[config.mk]
export PLATFORM = sky130hd
export DESIGN_NAME = mem_line_adapter
export DESIGN_NICKNAME = d
export VERILOG_FILES = /design/src/rtl/mem_line_adapter.sv
export SDC_FILE = /design/constraint.sdc
export NUM_CORES = 1
export LEC_CHECK = 0
export CORE_MARGIN = 2
export CORE_UTILIZATION = 34
export CTS_CLUSTER_SIZE = 25
export DETAILED_ROUTE_END_ITERATION = 16
export HOLD_SLACK_MARGIN = 0.1
export PLACE_DENSITY_LB_ADDON = 0.15
export SKIP_CTS_REPAIR_TIMING = 1
export SYNTH_ARGS = -nofsm -noshare
export SYNTH_HDL_FRONTEND = slang
export SYNTH_SLANG_ARGS = --single-unit
[constraint.sdc]
create_clock -name clk -period 3 [get_ports clk]
set_input_delay 0.45 -clock clk [delete_from_list [all_inputs] [get_ports clk]]
set_output_delay 0.45 -clock clk [all_outputs]
set_load 0.02 [all_outputs]
[src/rtl/mem_line_adapter.sv]
// mem_line_adapter: turns single-word CPU requests into line bursts on the physical port; stores are line read-modify-write.
// Build option MEM_LINE_BUF_EN keeps the last line as a one-entry buffer (read hits, write-through on stores).
module mem_line_adapter #(
   parameter int BEAT_W = 64,
   parameter int BEATS  = 4
) (
   input  logic              clk,
   input  logic              rst,
   input  logic [31:0]       mem_address,
   input  logic              mem_read,
   input  logic              mem_write,
   input  logic [31:0]       mem_wdata,
   input  logic [3:0]        mem_byte_enable,
   output logic [31:0]       mem_rdata,
   output logic              mem_resp,
   output logic [31:0]       pmem_address,
   output logic              pmem_read,
   output logic              pmem_write,
   output logic [BEAT_W-1:0] pmem_wdata,
   input  logic [BEAT_W-1:0] pmem_rdata,
   input  logic              pmem_resp
);

   localparam int LINE_W     = BEAT_W * BEATS;
   localparam int LINE_BYTES = LINE_W / 8;
   localparam int OFF_W      = $clog2(LINE_BYTES);
   localparam int IDX_W      = OFF_W - 2;
   localparam int CNT_W      = (BEATS > 1) ? $clog2(BEATS) : 1;

   typedef enum logic [2:0] {IDLE, RD_BURST, MERGE, WR_BURST, RESP} state_t;

   state_t            state_q, state_d;
   logic [CNT_W-1:0]  cnt_q;
   logic [LINE_W-1:0] line_q;
   logic [31:2]       addr_q;
   logic [31:0]       wdata_q;
   logic [3:0]        be_q;
   logic              write_q;
   logic              last_beat;
   logic              beat_fire;
   logic              hit;
   logic [IDX_W-1:0]  word_idx;
   logic              unused_addr_lsbs;

   assign unused_addr_lsbs = ^mem_address[1:0];
   assign word_idx  = addr_q[OFF_W-1:2];
   assign last_beat = (cnt_q == CNT_W'(BEATS - 1));
   assign beat_fire = pmem_resp && (state_q == RD_BURST || state_q == WR_BURST);

`ifdef MEM_LINE_BUF_EN
   logic            valid_q;
   logic [31:OFF_W] tag_q;

   assign hit = valid_q && (tag_q == mem_address[31:OFF_W]);
`else
   assign hit = 1'b0;
`endif

   assign mem_resp     = (state_q == RESP);
   assign pmem_read    = (state_q == RD_BURST);
   assign pmem_write   = (state_q == WR_BURST);
   assign pmem_address = {addr_q[31:OFF_W], {OFF_W{1'b0}}};
   assign pmem_wdata   = line_q[int'(cnt_q) * BEAT_W +: BEAT_W];
   assign mem_rdata    = line_q[int'(word_idx) * 32 +: 32];

   always_comb begin
      // NOTE: state_d gets its default before the case so no path leaves it unassigned and no latch is inferred.
      state_d = state_q;
      unique case (state_q)
         IDLE: begin
            // A write wins when both requests are high.
            if (mem_write) begin
               if (mem_byte_enable == 4'b0000) state_d = RESP;
               else if (hit)                   state_d = MERGE;
               else                            state_d = RD_BURST;
            end else if (mem_read) begin
               state_d = hit ? RESP : RD_BURST;
            end
         end
         RD_BURST: if (pmem_resp && last_beat) state_d = write_q ? MERGE : RESP;
         MERGE:    state_d = WR_BURST;
         WR_BURST: if (pmem_resp && last_beat) state_d = RESP;
         RESP:     state_d = IDLE;
         default:  state_d = IDLE;
      endcase
   end

   always_ff @(posedge clk) begin
      // NOTE: the line buffer is a flat register, not a RAM macro, so it is reset along with the control state.
      if (rst) begin
         state_q <= IDLE;
         cnt_q   <= '0;
         line_q  <= '0;
         addr_q  <= '0;
         wdata_q <= '0;
         be_q    <= '0;
         write_q <= 1'b0;
      end else begin
         state_q <= state_d;
         if (state_q == IDLE && state_d != IDLE) begin
            addr_q  <= mem_address[31:2];
            wdata_q <= mem_wdata;
            be_q    <= mem_byte_enable;
            write_q <= mem_write;
         end
         if (beat_fire) cnt_q <= last_beat ? '0 : cnt_q + CNT_W'(1);
         if (state_q == RD_BURST && pmem_resp) line_q[int'(cnt_q) * BEAT_W +: BEAT_W] <= pmem_rdata;
         if (state_q == MERGE) begin
            for (int i = 0; i < 4; i++) begin
               if (be_q[i]) line_q[int'(word_idx) * 32 + i * 8 +: 8] <= wdata_q[i * 8 +: 8];
            end
         end
      end
   end

`ifdef MEM_LINE_BUF_EN
   // The buffer is invalid while a refill is in flight, so an abandoned burst never leaves a stale hit.
   always_ff @(posedge clk) begin
      if (rst) begin
         valid_q <= 1'b0;
         tag_q   <= '0;
      end else if (state_q == IDLE && state_d == RD_BURST) begin
         valid_q <= 1'b0;
      end else if (state_q == RD_BURST && pmem_resp && last_beat) begin
         valid_q <= 1'b1;
         tag_q   <= addr_q[31:OFF_W];
      end
   end
`endif

endmodule
==> impl_metrics.toml <==
[run_status]
status = "finished clean"

[logic_synthesis]
syn_area_per_cell_um2 = 9.15
syn_inst = 2049
synth-seq-area-share_pct = 35.0
synth_enable_flop_cells = 0
syn_area_mm2 = 0.0187
synth_cell_type_count = 51
synth_ff_type = "dfxtp_1"
ys_ff_latch = 328
synth_warnings = 0
synthArstFlopShare_pct = 0

[drt]
viasPerCell = 6.46
wl_per_cell_um = 27.9
drc = 0
vias = 18800
drt-pass1-iter-count = 6
first_iter_violations = 2169
final_antenna_net_count = 0
detail_route.wirelength_um = 81200

[worst_setup_path]
critPathArrivalTime_ps = 2500
cp-start-kind = "flop"
reg2reg_setup_slack_ps = 120
crit_type = "reg2out"
cp_data_required_time_ps = 2550
critPathMaxFanout = 18
end_kind = "output port"

[layout]
final_cell_mix = "dfxtp_1 (323), nand2_1 (313), a211oi_1 (266), clkdlybuf4s50_1 (250), a21oi_1 (177)"
nets = 2330
final_cell_count_no_fill = 2916
area_delta_synth_final_pct = 26.6
n_antenna_cell = 0
final_common_cell = "dfxtp_1"
drive_above_1_share_pct = 16.7

[timing]
worstMarginPinSlew_ps = 801
setup_viol = 0
fin_skew_ps = 24.1
min_period_over_period_pct = 98.3
clock.fmax_ghz = 0.339
layout_min_cycle_time_ps = 2950
hold_viol_final = 0
slew_headroom_pct = 46.2
drv_slew = 0

[floorplan]
start_util_pct = 34.2
dieArea_mm2 = 0.0570
rows = 86
die_w_um = 239
ioPinCount = 268
coreArea_mm2 = 0.0548
die_h_um = 239

[cts]
cts_max_path_buffers = 3
insertion_delay_ps = 580
cts.sinks = 328
cts_buffers = 40
htree_levels = 2
cts_root_buf = "clkbuf_16"
path_clk_slew_ps = 60
tritoncts = "yes"

[grt]
antenna_found_initial = 0
grt_pass1_vias = 18700
grt_max_degree = 105
gr-total-overflow = 0
grtUsageTotal_pct = 27.6
grt_pass1_wl_um = 120000

[power_and_ir_drop]
total_power_w = 0.0118
powerDensity_mw_per_mm2 = 498
p_leak_nw = 7.71
ir_drop_mv = 0.398

[min_path]
worstHoldPathType = "in2reg"

[run]
cap_violations = 0

[placement]
portBuffers = 260
dp_cells = 2826
dpl.hpwl_um = 51900
gp_congestion = 0.880
[critical path: stages, from the launching register on]
cell and delay [ps]:
dfxtp_4 450, buf_12 210, mux4_2 510, nand2_1 80, nand2_1 110, clkdlybuf4s50_1 560
[final timing paths]
path / to / cells past startpoint / from
setup / recovery: mem_rdata[1] / 5 / addr_q[2]
hold / removal: state_q[0] / 2 / rst
setup reg to reg: line_q[0] / 9 / addr_q[2]
hold reg to reg: write_q / 2 / write_q
[layer usage]
metal  vias up  GRT usage (%)  part of all wire (%)  routed length, µm
li1       8205              -                     -                  -
met1      9256           36.1                    40              32600
met2      1156           43.5                    46              37000
met3       222           6.44                    10               8420
met4         0           12.4                   3.9               3200
met5         -              0                     0                  0
[power breakdown]
| group | internal [W] | total [W] | switching [W] |
|---|---|---|---|
| logic | 0.000727 | 0.00179 | 0.00107 |
| registers | 0.00447 | 0.00465 | 0.000184 |
| clock network | 0.00326 | 0.00537 | 0.00211 |
[metrics by stage]
stage / setup WS, ps / hold slack (ps) / TNS [ps] / utilization, % / cell area, µm²
floorplan: 133 / 432 / 0 / - / 18800
global placement: 267 / 442 / 0 / 40.3 / 22100
detailed placement: 225 / 447 / 0 / 40.3 / 22100
CTS: -271 / 277 / -5870 / 42.9 / 23500
global route: -0.0362 / 333 / -0.0362 / 43.3 / 23700
finish: 49.7 / 283 / 0 / 43.3 / 23700
[cell usage after synthesis (2+ instances only)]
master / instances / area share, %
or4_1: 2 / 0.080
a21oi_1: 177 / 4.7
clkbuf_1: 162 / 3.2
nor2_1: 19 / 0.38
buf_4: 40 / 1.6
nand3_1: 66 / 1.8
nand2_1: 316 / 6.3
nor3b_2: 2 / 0.13
nor4b_4: 2 / 0.25
buf_1: 38 / 0.76
mux4_2: 128 / 15
nor2b_1: 2 / 0.067
nand3_2: 7 / 0.37
a22oi_1: 118 / 4.7
nor4bb_1: 2 / 0.11
buf_2: 63 / 1.7
nand4_1: 29 / 0.97
buf_6: 6 / 0.36
nand2b_1: 10 / 0.33
mux2i_1: 2 / 0.11
and2_1: 3 / 0.10
ha_1: 12 / 0.80
nor3b_1: 2 / 0.080
or3_1: 3 / 0.10
a221oi_1: 54 / 2.5
or2_2: 2 / 0.067
a211oi_1: 266 / 11
or2_1: 6 / 0.20
and4_1: 5 / 0.23
and3_1: 12 / 0.40
inv_1: 4 / 0.080
a311oi_1: 81 / 3.8
nor3_1: 62 / 1.7
or4b_1: 2 / 0.11
dfxtp_1: 328 / 35
[kinds of logic (layout without fill, tap and decap cells)]
logic type / after synthesis / count (layout) / synth area share (%)
compound gates: 699 / 699 / 26.5
simple gates: 563 / 563 / 14.3
flops: 328 / 328 / 35.0
buf+inv: 314 / 473 / 7.75
mux: 130 / 130 / 15.5
fa+ha+maj: 12 / 12 / 0.801
xor+xnor: 2 / 2 / 0.134
other cells: 1 / 5 / 0.0200
[area by class of cell]
cell class | count | area [µm²]
clock buffers | 56 | 1170
clock inverters | 17 | 267
fillers | 5219 | 31000
inverters | 5 | 18.8
multi-input cells | 1411 | 10800
flip-flops and latches | 328 | 6580
well taps | 704 | 881
repair buffers | 395 | 3980
[sequential cells by signal, summed over array words and instances (netlist names)]
name / count
wdata_q: 32
cnt_q: 2
addr_q: 30
line_q: 256
be_q: 4
write_q: 1
state_q: 3
No activity file was read; power rests on OpenSTA's default activity.
